**config.mk**
```make
export PLATFORM = sky130hd
export DESIGN_NAME = f_pc_ctrl
export DESIGN_NICKNAME = d
export VERILOG_FILES = /design/src/rtl/f_pc_ctrl.sv
export SDC_FILE = /design/constraint.sdc
export NUM_CORES = 1
export LEC_CHECK = 0
export ABC_AREA = 1
export ABC_CLOCK_PERIOD_IN_PS = 2640
export CAP_MARGIN = 20
export CORE_MARGIN = 4
export CORE_UTILIZATION = 47
export CTS_CLUSTER_DIAMETER = 60
export CTS_CLUSTER_SIZE = 30
export DETAILED_ROUTE_END_ITERATION = 8
export PLACE_DENSITY = 0.84
export SETUP_SLACK_MARGIN = 0.02
export SYNTH_ARGS = -nofsm -noshare
export SYNTH_HDL_FRONTEND = slang
export SYNTH_SLANG_ARGS = --single-unit
```
**constraint.sdc**
```tcl
create_clock -name i_clk -period 2.64 [get_ports i_clk]
set_input_delay 0.264 -clock i_clk [delete_from_list [all_inputs] [get_ports i_clk]]
set_output_delay 0.264 -clock i_clk [all_outputs]
set_load 0.02 [all_outputs]
```
**src/rtl/f_pc_ctrl.sv**
```systemverilog
// f_pc_ctrl: fetch-stage PC register with exception/eret redirect, AdEL flag and fetch counter
module f_pc_ctrl #(
   parameter int               WIDTH      = 32,
   parameter logic [WIDTH-1:0] RESET_PC   = 32'h0000_3000,
   parameter logic [WIDTH-1:0] HANDLER_PC = 32'h0000_4180,
   parameter logic [WIDTH-1:0] IM_LO      = 32'h0000_3000,
   parameter logic [WIDTH-1:0] IM_HI      = 32'h0000_6FFC,
   parameter int               CNT_W      = 32
) (
   input  logic             i_clk,
   input  logic             i_reset,
   input  logic             i_en,
   input  logic             i_Req,
   input  logic             i_eret,
   input  logic [WIDTH-1:0] i_epc,
   input  logic [WIDTH-1:0] i_npc,
   output logic [WIDTH-1:0] or_pc,
   output logic             o_excAdEL,
   output logic             or_redirect,
   output logic [1:0]       or_src,
   output logic [CNT_W-1:0] or_fetch_cnt
);
   if (RESET_PC < IM_LO || RESET_PC > IM_HI || RESET_PC[1:0] != 2'b00 ||
       HANDLER_PC < IM_LO || HANDLER_PC > IM_HI || HANDLER_PC[1:0] != 2'b00) begin : g_bad_params
      $error("f_pc_ctrl: RESET_PC and HANDLER_PC must be word-aligned and inside [IM_LO, IM_HI]");
   end
   logic [WIDTH-1:0] pc_q = RESET_PC;
   logic [WIDTH-1:0] pc_d;
   logic             redirect_q, redirect_d;
   logic [1:0]       src_q, src_d;
   logic [CNT_W-1:0] cnt_q, cnt_d;
   // next PC: exception beats eret beats normal advance; a stall holds everything but drops redirect
   always_comb begin
      pc_d       = pc_q;
      redirect_d = 1'b0;
      src_d      = src_q;
      cnt_d      = cnt_q;
      if (i_Req) begin
         pc_d       = HANDLER_PC;
         redirect_d = 1'b1;
         src_d      = 2'b10;
      end else if (i_eret) begin
         pc_d       = i_epc;
         redirect_d = 1'b1;
         src_d      = 2'b11;
      end else if (i_en) begin
         pc_d  = i_npc;
         src_d = 2'b01;
         cnt_d = cnt_q + 1'b1;
      end
   end
   // state registers; reset overrides every other source
   always_ff @(posedge i_clk) begin
      if (i_reset) begin
         pc_q       <= RESET_PC;
         redirect_q <= 1'b0;
         src_q      <= 2'b00;
         cnt_q      <= '0;
      end else begin
         pc_q       <= pc_d;
         redirect_q <= redirect_d;
         src_q      <= src_d;
         cnt_q      <= cnt_d;
      end
   end
   assign or_pc        = pc_q;
   assign or_redirect  = redirect_q;
   assign or_src       = src_q;
   assign or_fetch_cnt = cnt_q;
   assign o_excAdEL    = (pc_q[1:0] != 2'b00) | (pc_q < IM_LO) | (pc_q > IM_HI);
endmodule

```
Yosys cells after proc, flatten, opt, wreduce, memory -nomap -nowiden
Index checks and enable logic that the tools add are counted.
- input port bits: 69
- flip-flop bits (word level): 67
- logic and storage cells: 26
- $lt $le $gt $ge: 2
- bitwise operators: 4
- add/sub/neg operators: 1
- mux-type cells: 8
- reduce and logical (&&, ||, !) cells: 5
- operators by type and width (kind ; number):
    32-bit 2-to-1 mux ; 2
    32-bit by 1-bit adder with 32-bit output (second input constant) ; 1
    32-bit by 15-bit greater-than comparator with 1-bit output (second input constant) ; 1
    32-bit by 14-bit < comparator with 1-bit output (second input constant) ; 1
    15-bit 2-to-1 mux ; 1
    2-bit 2-to-1 mux ; 3
    2-bit nonzero test ; 2
    3-bit AND reduction ; 1
    3-bit nonzero test ; 1
    1-bit 2-to-1 mux ; 2
    1-bit inverter ; 2
    1-bit bitwise OR ; 2
    2-bit OR reduction ; 1

Logic depth before layout (Yosys ltp)
- depth after elaboration: 3
- gate-level depth with buffers: 9

Worst setup path before layout
OpenSTA, ideal clock, no wires.
- kind: reg-to-reg
- from: register cnt_q[0], in the netlist or_fetch_cnt[0]
- to: register cnt_q[30], in the netlist or_fetch_cnt[30]
- setup slack: 1.136 ns
- library setup time: 0.115 ns
- data arrival time: 1.389 ns
- clock period less this slack: 1.504 ns
- cell stages (with the launch flop): 9
- path buffers: 0
- cell sequence: dfxtp_1 > ha_1 > nand3_1 > nor2_4 > nand3_2 > nor2_4 > nand3_1 > nand2_1 > nor2_1
- cells in the longest elaborated chain, start to end: 1
- ends and longest elaborated chain (element ; RTL line ; text):
    start, declared ; 31 ; logic [CNT_W-1:0] cnt_q, cnt_d;
    start signal, assigned ; 63 ; cnt_q <= cnt_d;
    32-bit by 1-bit adder with 32-bit output ; 49 ; cnt_d = cnt_q + 1'b1;
Every way passes these cells.
A chain may end at the register's enable or synchronous reset.

Final worst setup path
- from: register pc_q[20], in the netlist or_pc[20]
- to: output o_excAdEL
- cells in the longest elaborated chain, start to end: 3
- ends and longest elaborated chain (element ; RTL line ; text):
    start, declared ; 27 ; logic [WIDTH-1:0] pc_q = RESET_PC;
    start signal, assigned ; 60 ; pc_q <= pc_d;
    32-bit by 14-bit < comparator with 1-bit output ; 70 ; assign o_excAdEL = (pc_q[1:0] != 2'b00) | (pc_q < IM_LO) | (pc_q > IM_HI);
    1-bit bitwise OR ; 70 ;
    1-bit bitwise OR * ; 70 ;
    end, declared ; 18 ; output logic o_excAdEL,
Every way passes the cells marked *; elsewhere a longest branch is shown, timed or not.

==> impl_metrics.py <==
metrics = {
    "pwr": {
        "irDropWorstVdd_uv": 287,
        "powerDensity_nw_per_um2": 437,
        "p_comb_frac": 0.161,
        "p_leak_nw": 2.21,
        "power_frac_seq": 0.476,
        "clkPwrFrac": 0.363,
        "p_int_mw": 1.66,
        "p_switching_mw": 0.560,
        "p_sw_frac": 0.252,
    },
    "grt": {
        "grt_pass1_wl_mm": 17.0,
        "grt_use_total": 0.243,
        "grt_pass1_vias": 3734,
        "grt_max_degree": 40,
        "antenna_found_initial": 0,
        "overflow": 0,
    },
    "sta": {
        "final_hold_viol_count": 0,
        "timing.fmax_ghz": 0.484,
        "fin_crit_sh": 0.783,
        "rsz0062_at_grt": "false",
        "whs_ns": 0.486,
        "drv_slew": 0,
        "tns_ns": 0,
        "min_period_ns": 2.07,
        "setup_viol_count_final": 0,
        "relSlewSlack": 0.504,
        "finClkSkew_ns": 0.00533,
        "tightest_slew_ns": 0.743,
    },
    "floorplan": {
        "die_x_um": 93.6,
        "initial_core_util": 0.496,
        "die_area_um2": 8760,
        "row_count": 30,
        "core-area_um2": 6940,
        "die_y_um": 93.6,
        "pin_count": 137,
    },
    "worst_setup_path": {
        "criticalPathCategory": "reg -> out",
        "rrSetupSlack_ns": 1.07,
        "reg2regPathDepth": 9,
        "startpoint_type": "register",
        "crit_fanout": 2,
        "worstPathArrival_ns": 1.80,
        "regToRegEndpoint": "or_fetch_cnt[26]$_SDFFE_PP0P_",
        "startpoint": "or_pc[20]$_SDFFE_PP0P_",
        "crit_required_ns": 2.38,
        "worstSetupEndpointType": "output pin",
        "worstReg2RegStart": "or_fetch_cnt[0]$_SDFFE_PP0P_",
    },
    "clock_network": {
        "post_cts_buffers": 0,
        "cts_tree": "yes",
        "cts_resized": 0,
        "ctsHoldBuffers": 0,
        "clkLatencyLatePin_ns": 0.34,
        "cts.path.max_buffers": 2,
        "numCtsBuffers": 9,
        "cts.sinks": 67,
        "clk_pin_slew_worst_paths_ns": 0.07,
        "clock_tree.root_cell": "clkbuf_8",
        "htreeDepth": 3,
    },
    "finish": {
        "diodes": 0,
        "nets": 737,
        "area_delta_synth_final_pct": 47.3,
        "fillers": 541,
        "final_layout_size_suffix_gt1_frac": 0.0552,
    },
    "synthesis": {
        "synth_cell_type_count": 29,
        "syn_nets": 603,
        "yosys-top-cells-area": "dfxtp_1 39%, nand2_1 15%, inv_1 9.9%",
        "synth_most_common_cell": "nand2_1",
        "synthesis.area_um2": 3440,
        "synth_top_area_cell": "dfxtp_1",
        "synth_area_per_cell_um2": 6.46,
        "yosysWarningCount": 0,
        "synthArstFlopShare": 0,
        "synth_enable_flop_cells": 0,
        "yosysSeqAreaShare": 0.389,
        "ys_top_cells_by_count": "137 x nand2_1, 91 x inv_1, 71 x nor2_1, 67 x dfxtp_1, 52 x nand3_1",
        "synth-seq-cells": 67,
        "ys.flop_type": "dfxtp_1",
        "yosys.area.top_type_share": 0.389,
        "syn_inst": 533,
    },
    "detailed_routing": {
        "ant_nets": 0,
        "routed_wl_mm": 10.5,
        "drc_errors": 0,
        "drt-vias-per-instance": 5.04,
        "vias": 3860,
        "firstDrtPassIters": 4,
        "routedWlPerCell_um": 13.7,
        "drt-initial-drc-count": 230,
    },
    "run": {
        "drv_cap": 0,
    },
    "place": {
        "dpl.hpwl_mm": 8.10,
        "place.gp.congestion": 0.929,
        "io_buffers": 136,
    },
    "hold_path": {
        "hold_depth": 1,
        "hold-path-endpoint": "or_src[0]$_SDFFE_PP0P_",
        "hp-start": "or_src[0]$_SDFFE_PP0P_",
        "hp-class": "reg -> reg",
    },
    "outcome": {
        "status": "completed",
    },
}
per-layer routing:
metal  GRT usage  part of all wire  up-vias
li1            -                 -     1928
met1       0.268              0.38     1741
met2       0.429              0.49      174
met3      0.0813              0.11       17
met4      0.0903             0.021        0
met5           0                 0        -
area by class of cell:
| cell class | instances | area, um^2 | area share |
|---|---|---|---|
| multi-input combinational | 355 | 1680 | 0.331 |
| timing repair buffer | 141 | 1400 | 0.276 |
| sequential | 67 | 1340 | 0.264 |
| inverter | 93 | 349 | 0.0688 |
| clock buffer | 13 | 179 | 0.0353 |
| tap | 96 | 120 | 0.0237 |
| clock inverter | 1 | 7.51 | 0.00148 |
sequential cells by signal (all words and copies together) (netlist names):
signal,cells
or_fetch_cnt,32
or_src,2
or_redirect,1
or_pc,32
layout by cell type, fill, tap and decap left out, drive strengths merged:
master	n
a21oi	9
xor2	6
o21a	1
clkinvlp	1
buf	5
clkdlybuf4s50	136
a221oi	1
or2	3
dfxtp	67
o211ai	14
nor4	1
xnor2	1
clkbuf	13
inv	93
nand3	54
nand4	8
nor2	79
ha	1
o2111ai	1
a311oi	2
nand3b	1
nand2	140
o21ai	23
nor3	10
worst max-delay path, stage by stage (launching register included):
cell and delay, ns:
dfxtp_1 0.32, inv_1 0.08, nand4_1 0.12, nor4_1 0.28, nand2_1 0.08, clkdlybuf4s50_1 0.59
worst max-delay path by stage:
stage / endpoint / depth (start not counted)
6_report: o_excAdEL / 5
5_1_grt: o_excAdEL / 5
4_1_cts: o_excAdEL / 5
2_1_floorplan: or_fetch_cnt[30]$_SDFFE_PP0P_ / 8
3_5_place_dp: or_pc[25]$_SDFFE_PP0P_ / 6
3_3_place_gp: or_pc[24]$_SDFFE_PP0P_ / 6
power groups by stage:
stage | Combinational [mW] | Sequential (mW) | Clock, mW
3_5_place_dp | 0.358 | 1.08 | 0
3_3_place_gp | 0.352 | 1.08 | 0
6_report | 0.357 | 1.06 | 0.805
5_1_grt | 0.388 | 1.06 | 0.854
2_1_floorplan | 0.126 | 1.11 | 0
4_1_cts | 0.360 | 1.06 | 0.805
through the flow:
step	setup slack, ns	util	cell area [um^2]	std cells	power (mW)
after CTS	0.559	0.731	5070	766	2.22
after detailed placement	0.356	0.704	4890	752	1.44
after global routing	0.462	0.731	5070	766	2.30
final	0.573	0.731	5070	766	2.22
after floorplan	1.14	-	3440	533	1.24
after global placement	0.410	0.704	4890	752	1.43
cell families after synthesis:
family | Yosys count | share of synthesized area
AND/OR/NAND/NOR | 296 | 0.377
AO/OA/AOI/OAI | 51 | 0.0894
adder cells (fa/ha/maj) | 1 | 0.00363
XOR/XNOR | 7 | 0.0178
buffers and inverters | 111 | 0.123
flip-flops | 67 | 0.389
Note: power is estimated with default switching activity, not from simulation.
